--- config.mk ---
export PLATFORM = sky130hd
export DESIGN_NAME = seg7_scan_driver_flat
export DESIGN_NICKNAME = d
export VERILOG_FILES = /design/src/rtl/seg7_scan_driver_if.sv /design/src/rtl/seg7_scan_driver.sv /design/src/flat_wrapper.sv
export SDC_FILE = /design/constraint.sdc
export NUM_CORES = 1
export LEC_CHECK = 0
export ABC_AREA = 1
export ABC_CLOCK_PERIOD_IN_PS = 5400
export CORE_AREA = 5 5 113 88
export CTS_CLUSTER_SIZE = 20
export DETAILED_ROUTE_END_ITERATION = 8
export DIE_AREA = 0 0 118 93
export PLACE_DENSITY = 0.59
export SKIP_CTS_REPAIR_TIMING = 1
export SYNTH_ARGS = -nofsm -noshare
export SYNTH_HDL_FRONTEND = slang
export SYNTH_SLANG_ARGS = --single-unit
--- constraint.sdc ---
create_clock -name clk -period 5.4 [get_ports clk]
set_clock_uncertainty 0.15 [all_clocks]
set_input_delay 1.08 -clock clk [delete_from_list [all_inputs] [get_ports clk]]
set_output_delay 1.08 -clock clk [all_outputs]
set_load 0.05 [all_outputs]
--- src/rtl/seg7_scan_driver_if.sv ---
// -----------------------------------------------------------------------------
// seg7_scan_driver_if
// Bundles the time word, AM flag and display outputs of the six-digit
// seven-segment scan driver.
//   digi_clock [23:0] packed BCD time hh:mm:ss (hour tens in [23:20])
//   AM                1 = AM
//   blank_lz          1 = hide a leading zero in the hour-tens digit
//   seg        [6:0]  segments {g,f,e,d,c,b,a}, active-low
//   dig_en     [5:0]  digit enables, active-low, bit 5 = hour tens
//   colon             colon LED, active-high
//   am_led            AM LED, active-high
// master: the source of the time word (clock top level / bench).
// slave : the scan driver.
// -----------------------------------------------------------------------------
interface seg7_scan_driver_if;
    logic [23:0] digi_clock;
    logic        AM;
    logic        blank_lz;
    logic [6:0]  seg;
    logic [5:0]  dig_en;
    logic        colon;
    logic        am_led;

    modport master (
        output digi_clock, AM, blank_lz,
        input  seg, dig_en, colon, am_led
    );

    modport slave (
        input  digi_clock, AM, blank_lz,
        output seg, dig_en, colon, am_led
    );
endinterface

--- src/rtl/seg7_scan_driver.sv ---
// -----------------------------------------------------------------------------
// seg7_scan_driver
// Time-multiplexes a six-digit BCD time onto a shared active-low segment bus.
// A shadow copy of the time word is taken once per frame so a frame never
// mixes two times; every slot starts with a short all-dark guard window to
// avoid ghosting. A colon LED is lit for HALF_SEC_SLOTS slots after each
// seconds change, and an AM LED mirrors the captured AM flag.
// Ports:
//   clk    system clock, rising edge
//   reset  asynchronous, active-low
//   bus    seg7_scan_driver_if.slave (time word in, display signals out)
// -----------------------------------------------------------------------------
module seg7_scan_driver #(
    parameter int SCAN_DIV       = 1000,
    parameter int GUARD          = 8,
    parameter int HALF_SEC_SLOTS = 500
) (
    input  logic                  clk,
    input  logic                  reset,
    seg7_scan_driver_if.slave     bus
);

    localparam int CNT_W = (SCAN_DIV > 1) ? $clog2(SCAN_DIV) : 1;
    localparam int HS_W  = (HALF_SEC_SLOTS > 0) ? $clog2(HALF_SEC_SLOTS + 1) : 1;

    typedef enum logic {IDLE = 1'b0, ON = 1'b1} colon_state_e;

    logic [CNT_W-1:0] cnt_q, cnt_d;
    logic [2:0]       idx_q, idx_d;
    logic [23:0]      shadow_q, shadow_d;
    logic             am_q, am_d;
    logic             shadow_vld_q, shadow_vld_d;
    logic [6:0]       seg_q, seg_d;
    logic [5:0]       dig_en_q, dig_en_d;
    colon_state_e     state_q, state_d;
    logic [HS_W-1:0]  hs_q, hs_d;

    logic             snap;
    logic             slot_start;
    logic             wrap;
    logic             sec_changed;
    logic             blank_now;
    logic [3:0]       nib;

    function automatic logic [6:0] bcd_to_seg(input logic [3:0] n);
        logic [6:0] s;
        case (n)
            4'd0:    s = 7'b1000000;
            4'd1:    s = 7'b1111001;
            4'd2:    s = 7'b0100100;
            4'd3:    s = 7'b0110000;
            4'd4:    s = 7'b0011001;
            4'd5:    s = 7'b0010010;
            4'd6:    s = 7'b0000010;
            4'd7:    s = 7'b1111000;
            4'd8:    s = 7'b0000000;
            4'd9:    s = 7'b0010000;
            default: s = 7'b0111111;   // illegal BCD shows a dash
        endcase
        return s;
    endfunction

    assign slot_start = (cnt_q == '0);
    assign snap       = slot_start && (idx_q == 3'd0);
    assign wrap       = (cnt_q == CNT_W'(SCAN_DIV - 1));

    // Shadow registers; downstream logic uses the _d view so the slot that
    // takes the snapshot already displays the freshly captured digit.
    always_comb begin
        shadow_d     = snap ? bus.digi_clock : shadow_q;
        am_d         = snap ? bus.AM : am_q;
        shadow_vld_d = shadow_vld_q | snap;
    end

    // Slot counter and digit index
    always_comb begin
        cnt_d = wrap ? '0 : cnt_q + CNT_W'(1);
        idx_d = idx_q;
        if (wrap) begin
            idx_d = (idx_q == 3'd5) ? 3'd0 : idx_q + 3'd1;
        end
    end

    // Digit select and decode
    always_comb begin
        case (idx_q)
            3'd0:    nib = shadow_d[23:20];
            3'd1:    nib = shadow_d[19:16];
            3'd2:    nib = shadow_d[15:12];
            3'd3:    nib = shadow_d[11:8];
            3'd4:    nib = shadow_d[7:4];
            default: nib = shadow_d[3:0];
        endcase

        blank_now = (idx_q == 3'd0) && bus.blank_lz && (shadow_d[23:20] == 4'd0);

        // Segments only change at slot start, while every digit is dark.
        seg_d = slot_start ? bcd_to_seg(nib) : seg_q;

        dig_en_d = 6'h3F;
        if (!(cnt_q < CNT_W'(GUARD)) && !blank_now) begin
            dig_en_d = ~(6'b100000 >> idx_q);
        end
    end

    always_ff @(posedge clk or negedge reset) begin
        if (!reset) begin
            cnt_q        <= '0;
            idx_q        <= 3'd0;
            shadow_q     <= 24'h0;
            am_q         <= 1'b0;
            shadow_vld_q <= 1'b0;
            seg_q        <= 7'h7F;
            dig_en_q     <= 6'h3F;
        end else begin
            cnt_q        <= cnt_d;
            idx_q        <= idx_d;
            shadow_q     <= shadow_d;
            am_q         <= am_d;
            shadow_vld_q <= shadow_vld_d;
            seg_q        <= seg_d;
            dig_en_q     <= dig_en_d;
        end
    end

    // Colon FSM: state register
    always_ff @(posedge clk or negedge reset) begin
        if (!reset) begin
            state_q <= IDLE;
            hs_q    <= '0;
        end else begin
            state_q <= state_d;
            hs_q    <= hs_d;
        end
    end

    // The previous snapshot's seconds units is still in shadow_q at the
    // snapshot edge; the valid flag stops the first snapshot from comparing
    // against the reset value.
    assign sec_changed = snap && shadow_vld_q && (bus.digi_clock[3:0] != shadow_q[3:0]);

    // Colon FSM: next state. The countdown ticks at each slot start so the
    // lit time lines up with whole displayed slots; a reload wins over a
    // countdown reaching zero on the same edge.
    always_comb begin
        state_d = state_q;
        hs_d    = hs_q;
        if (sec_changed) begin
            state_d = ON;
            hs_d    = HS_W'(HALF_SEC_SLOTS);
        end else if ((state_q == ON) && slot_start) begin
            if (hs_q <= HS_W'(1)) begin
                state_d = IDLE;
                hs_d    = '0;
            end else begin
                hs_d = hs_q - HS_W'(1);
            end
        end
    end

    // Colon FSM: outputs
    always_comb begin
        bus.colon = (state_q == ON);
    end

    assign bus.seg    = seg_q;
    assign bus.dig_en = dig_en_q;
    assign bus.am_led = am_q;

endmodule
--- src/flat_wrapper.sv ---
// flat-port wrapper written by rule: the top's interface ports become plain ports
module seg7_scan_driver_flat 
#(
    parameter int SCAN_DIV       = 1000,
    parameter int GUARD          = 8,
    parameter int HALF_SEC_SLOTS = 500
)
  (clk, reset, bus_digi_clock, bus_AM, bus_blank_lz, bus_seg, bus_dig_en, bus_colon, bus_am_led);
  seg7_scan_driver_if bus_i ();
  input  logic clk;
  input  logic reset;
  input wire logic [$bits(bus_i.digi_clock)-1:0] bus_digi_clock;
  input wire logic [$bits(bus_i.AM)-1:0] bus_AM;
  input wire logic [$bits(bus_i.blank_lz)-1:0] bus_blank_lz;
  output wire logic [$bits(bus_i.seg)-1:0] bus_seg;
  output wire logic [$bits(bus_i.dig_en)-1:0] bus_dig_en;
  output wire logic [$bits(bus_i.colon)-1:0] bus_colon;
  output wire logic [$bits(bus_i.am_led)-1:0] bus_am_led;
  assign bus_i.digi_clock = bus_digi_clock;
  assign bus_i.AM = bus_AM;
  assign bus_i.blank_lz = bus_blank_lz;
  assign bus_seg = bus_i.seg;
  assign bus_dig_en = bus_i.dig_en;
  assign bus_colon = bus_i.colon;
  assign bus_am_led = bus_i.am_led;
  seg7_scan_driver #(.SCAN_DIV(SCAN_DIV), .GUARD(GUARD), .HALF_SEC_SLOTS(HALF_SEC_SLOTS)) u_core (.clk(clk), .reset(reset), .bus(bus_i));
endmodule
==> flow_summary.toml <==
[setup_path]
arrival_ns = 3.71
slowest_delay_ns = 0.60
crit_top_cell = "nand2_1"
required_ns = 5.51
r2r_start = "u_core.cnt_q[0]"
path_max_fanout = 30
ff2ff_path_depth = 20
crit_path_cell_trace = "inv_1, ha_1, inv_1, nor2_2, nand3_2, inv_2, nand2_1, nand2_1, nand2_1, nand2_1, nor2_2, nand3_2, inv_1, ha_1, nand3_1, inv_1, nand2_1, nand2_1, nand2_1, nand2_1"
crit_start = "u_core.cnt_q[0]"
startpoint_type = "register"
cp_slowest_cell = "nand3_2"
worst-setup-path-type = "register to register"
end_kind = "register"
rrSetupSlack_ns = 1.80
r2r_end = "u_core.bus.seg[1]"

[synthesis]
ys_types = 31
synthTopCellsByArea = "dfrtp_1 36%, nand2_1 15%, dfstp_2 10%, inv_1 7.4%, nand3_1 4.4%"
ys_seq_elements = 62
synth_top_area_share_pct = 36.2
synth_cells = 435
yosysTopAreaCell = "dfrtp_1"
yosysWarnings = 0
seq_area_frac_synth_pct = 46.2
avgSynthCellArea_um2 = 7.79
synth_area_mm2 = 0.00339
syn-num-nets = 474

[cells_and_area]
area.growth.synth_to_final_pct = 24.2
nNetsFinal = 522
n_antenna_cell = 0
finalNonFillerCells = 600
stdcell_area_mm2 = 0.00421
drive_gt1_share_pct = 10.7

[drt]
drt_first_pass_iters = 4
drcViolationCount = 0
vias = 2793
wl_per_cell_um = 12.2
drtAntennaViolNets = 0
via_per_inst = 4.66
wl_mm = 7.32
initialDrtViolationCount = 242

[power]
p_leak_nw = 2.14
ir_drop_mv = 0.120
powerDensity_mw_per_mm2 = 276

[sta]
setup_ws_ns = 1.80
tightest_slew_ns = 0.803
finalSetupTns_ns = 0
rsz0062_at_grt = "false"
slew-limit-headroom_pct = 46.5
post-route-min-period_ns = 3.60
finalHoldViolations = 0
fin_crit_sh_pct = 66.7
fmax_ghz = 0.278
setup_viol_count_final = 0
maxSlewViolCount = 0

[clock_network]
root_buffer = "clkbuf_16"
cts_buffers = 9
cts.path.max_buffers = 2
clock_latency_ns = 0.33
clkSlewWorstSetupHoldPaths_ns = 0.05
cts_tree = "yes"
h-tree-depth = 3
cts_sinks = 62

[hold_path]
hold_class = "register to register"
min_delay_worst_endpoint = "u_core.bus.seg[6]"
min_delay_path_depth = 2
min_from = "u_core.bus.seg[6]"

[global_route]
grt_max_degree = 63
grt_antenna_before_repair = 0
groute.usage.overall_pct = 14.4
grt_first_pass_wirelength_mm = 12.7
grt_pass1_vias = 2703
grt_remaining_overflow = 0

[floorplanning]
die_h_um = 93
initial_core_util_pct = 38.6
rows = 30
core_area_mm2 = 0.00878
die_width_um = 118
dieArea_mm2 = 0.0110
pin_count = 43

[placement]
post-place-ws_ns = 1.79
gp_congestion = 0.828
hpwl_mm = 5.28
place_area_mm2 = 0.00391
portBuffers = 42
place_inst = 584

[run_status]
status = "complete, no violations"

[flow_run]
cap_violations = 0
[synthesized netlist by cell type]
master,instances
xor2_1,9
a21oi_1,7
nor4_1,2
ha_1,11
nor2_2,3
nand3_2,2
or2_1,1
buf_2,3
nand2_2,9
and2_1,10
nand3b_1,1
xnor2_1,5
dfrtp_1,49
o21ai_1,2
inv_1,67
o2111ai_1,1
buf_4,2
buf_6,2
a31oi_1,1
o21ai_0,6
o21a_1,2
nand4_1,15
inv_2,4
nor3_1,11
nor2_1,21
dfstp_2,13
nand3_1,30
nor2_4,2
o31ai_1,3
nand2_1,140
or2_2,1
[routing by layer]
metal / routed length (um) / share of wire, % / vias to the layer above / track usage [%]
li1: - / - / 1453 / -
met1: 3650 / 50 / 1281 / 19.3
met2: 3300 / 45 / 50 / 22.4
met3: 283 / 3.9 / 9 / 3.75
met4: 93 / 1.3 / 0 / 5.16
met5: 0 / 0 / - / 0
[placed cells by master, fill, tap and decap left out, drive strengths merged]
cell type | synthesis | final
nor2 | 26 | 26
bufinv | 0 | 1
o31ai | 3 | 3
ha | 11 | 11
dfstp | 13 | 13
nand3 | 32 | 32
nor3 | 11 | 11
xor2 | 9 | 9
nand2 | 149 | 149
dfrtp | 49 | 49
and2 | 10 | 10
nand4 | 15 | 15
or2 | 2 | 2
clkdlybuf4s50 | 0 | 41
a31oi | 1 | 1
inv | 71 | 71
clkinv | 0 | 2
o21a | 2 | 2
clkinvlp | 0 | 2
o2111ai | 1 | 1
a21oi | 7 | 7
clkbuf | 0 | 11
buf | 7 | 3
nand3b | 1 | 1
xnor2 | 5 | 5
nor4 | 2 | 2
o21ai | 8 | 8
[layout make-up]
cell class | count | area, um2
Timing Repair Buffer | 44 | 430
Tap cell | 112 | 140
Clock buffer | 11 | 243
Fill cell | 877 | 4570
Sequential cell | 62 | 1570
Multi-Input combinational cell | 295 | 1500
Inverter | 71 | 267
Clock inverter | 5 | 58.8
[registers in the layout, indices dropped and copies added, names as in the netlist]
register,cells
u_core.bus.am_led,1
u_core.bus.colon,1
u_core.bus.dig_en,6
u_core.bus.seg,7
u_core.cnt_q,10
u_core.hs_q,9
u_core.idx_q,3
u_core.shadow_q,24
u_core.shadow_vld_q,1
[worst max-delay path: cells and delay by family (launching register included)]
family | cells | cell delay (ns)
DFF | 1 | 0.39
and+or+nand+nor | 13 | 1.83
buffers and inverters | 5 | 0.71
adders and majority gates | 2 | 0.42
[where the power goes]
part | switching, mW | total, mW | internal (mW)
sequential | 0.00561 | 0.488 | 0.482
combinational | 0.0569 | 0.0983 | 0.0414
clock | 0.208 | 0.578 | 0.370
[cells by family after synthesis]
family	synth area share, %
compound gates	3.76
xor+xnor	3.62
fa+ha+maj	4.06
buf+inv	9.41
flops	46.2
simple gates	32.9
[how the worst max path moves through the flow]
stage | depth (start not counted) | endpoint
2_1_floorplan | 15 | u_core.bus.seg[5]
3_3_place_gp | 20 | u_core.bus.seg[1]
3_5_place_dp | 20 | u_core.bus.seg[5]
4_1_cts | 20 | u_core.bus.seg[5]
5_1_grt | 19 | u_core.bus.seg[3]
6_report | 20 | u_core.bus.seg[1]
[metrics by stage]
stage / power (mW) / hold slack [ns] / utilization (%)
floorplan: 0.547 / 0.295 / -
global placement: 0.595 / 0.310 / 44.5
detailed placement: 0.595 / 0.310 / 44.5
CTS: 1.18 / 0.320 / 47.9
global route: 1.21 / 0.333 / 47.9
finish: 1.16 / 0.316 / 47.9
No activity file was read; power rests on OpenSTA's default activity.
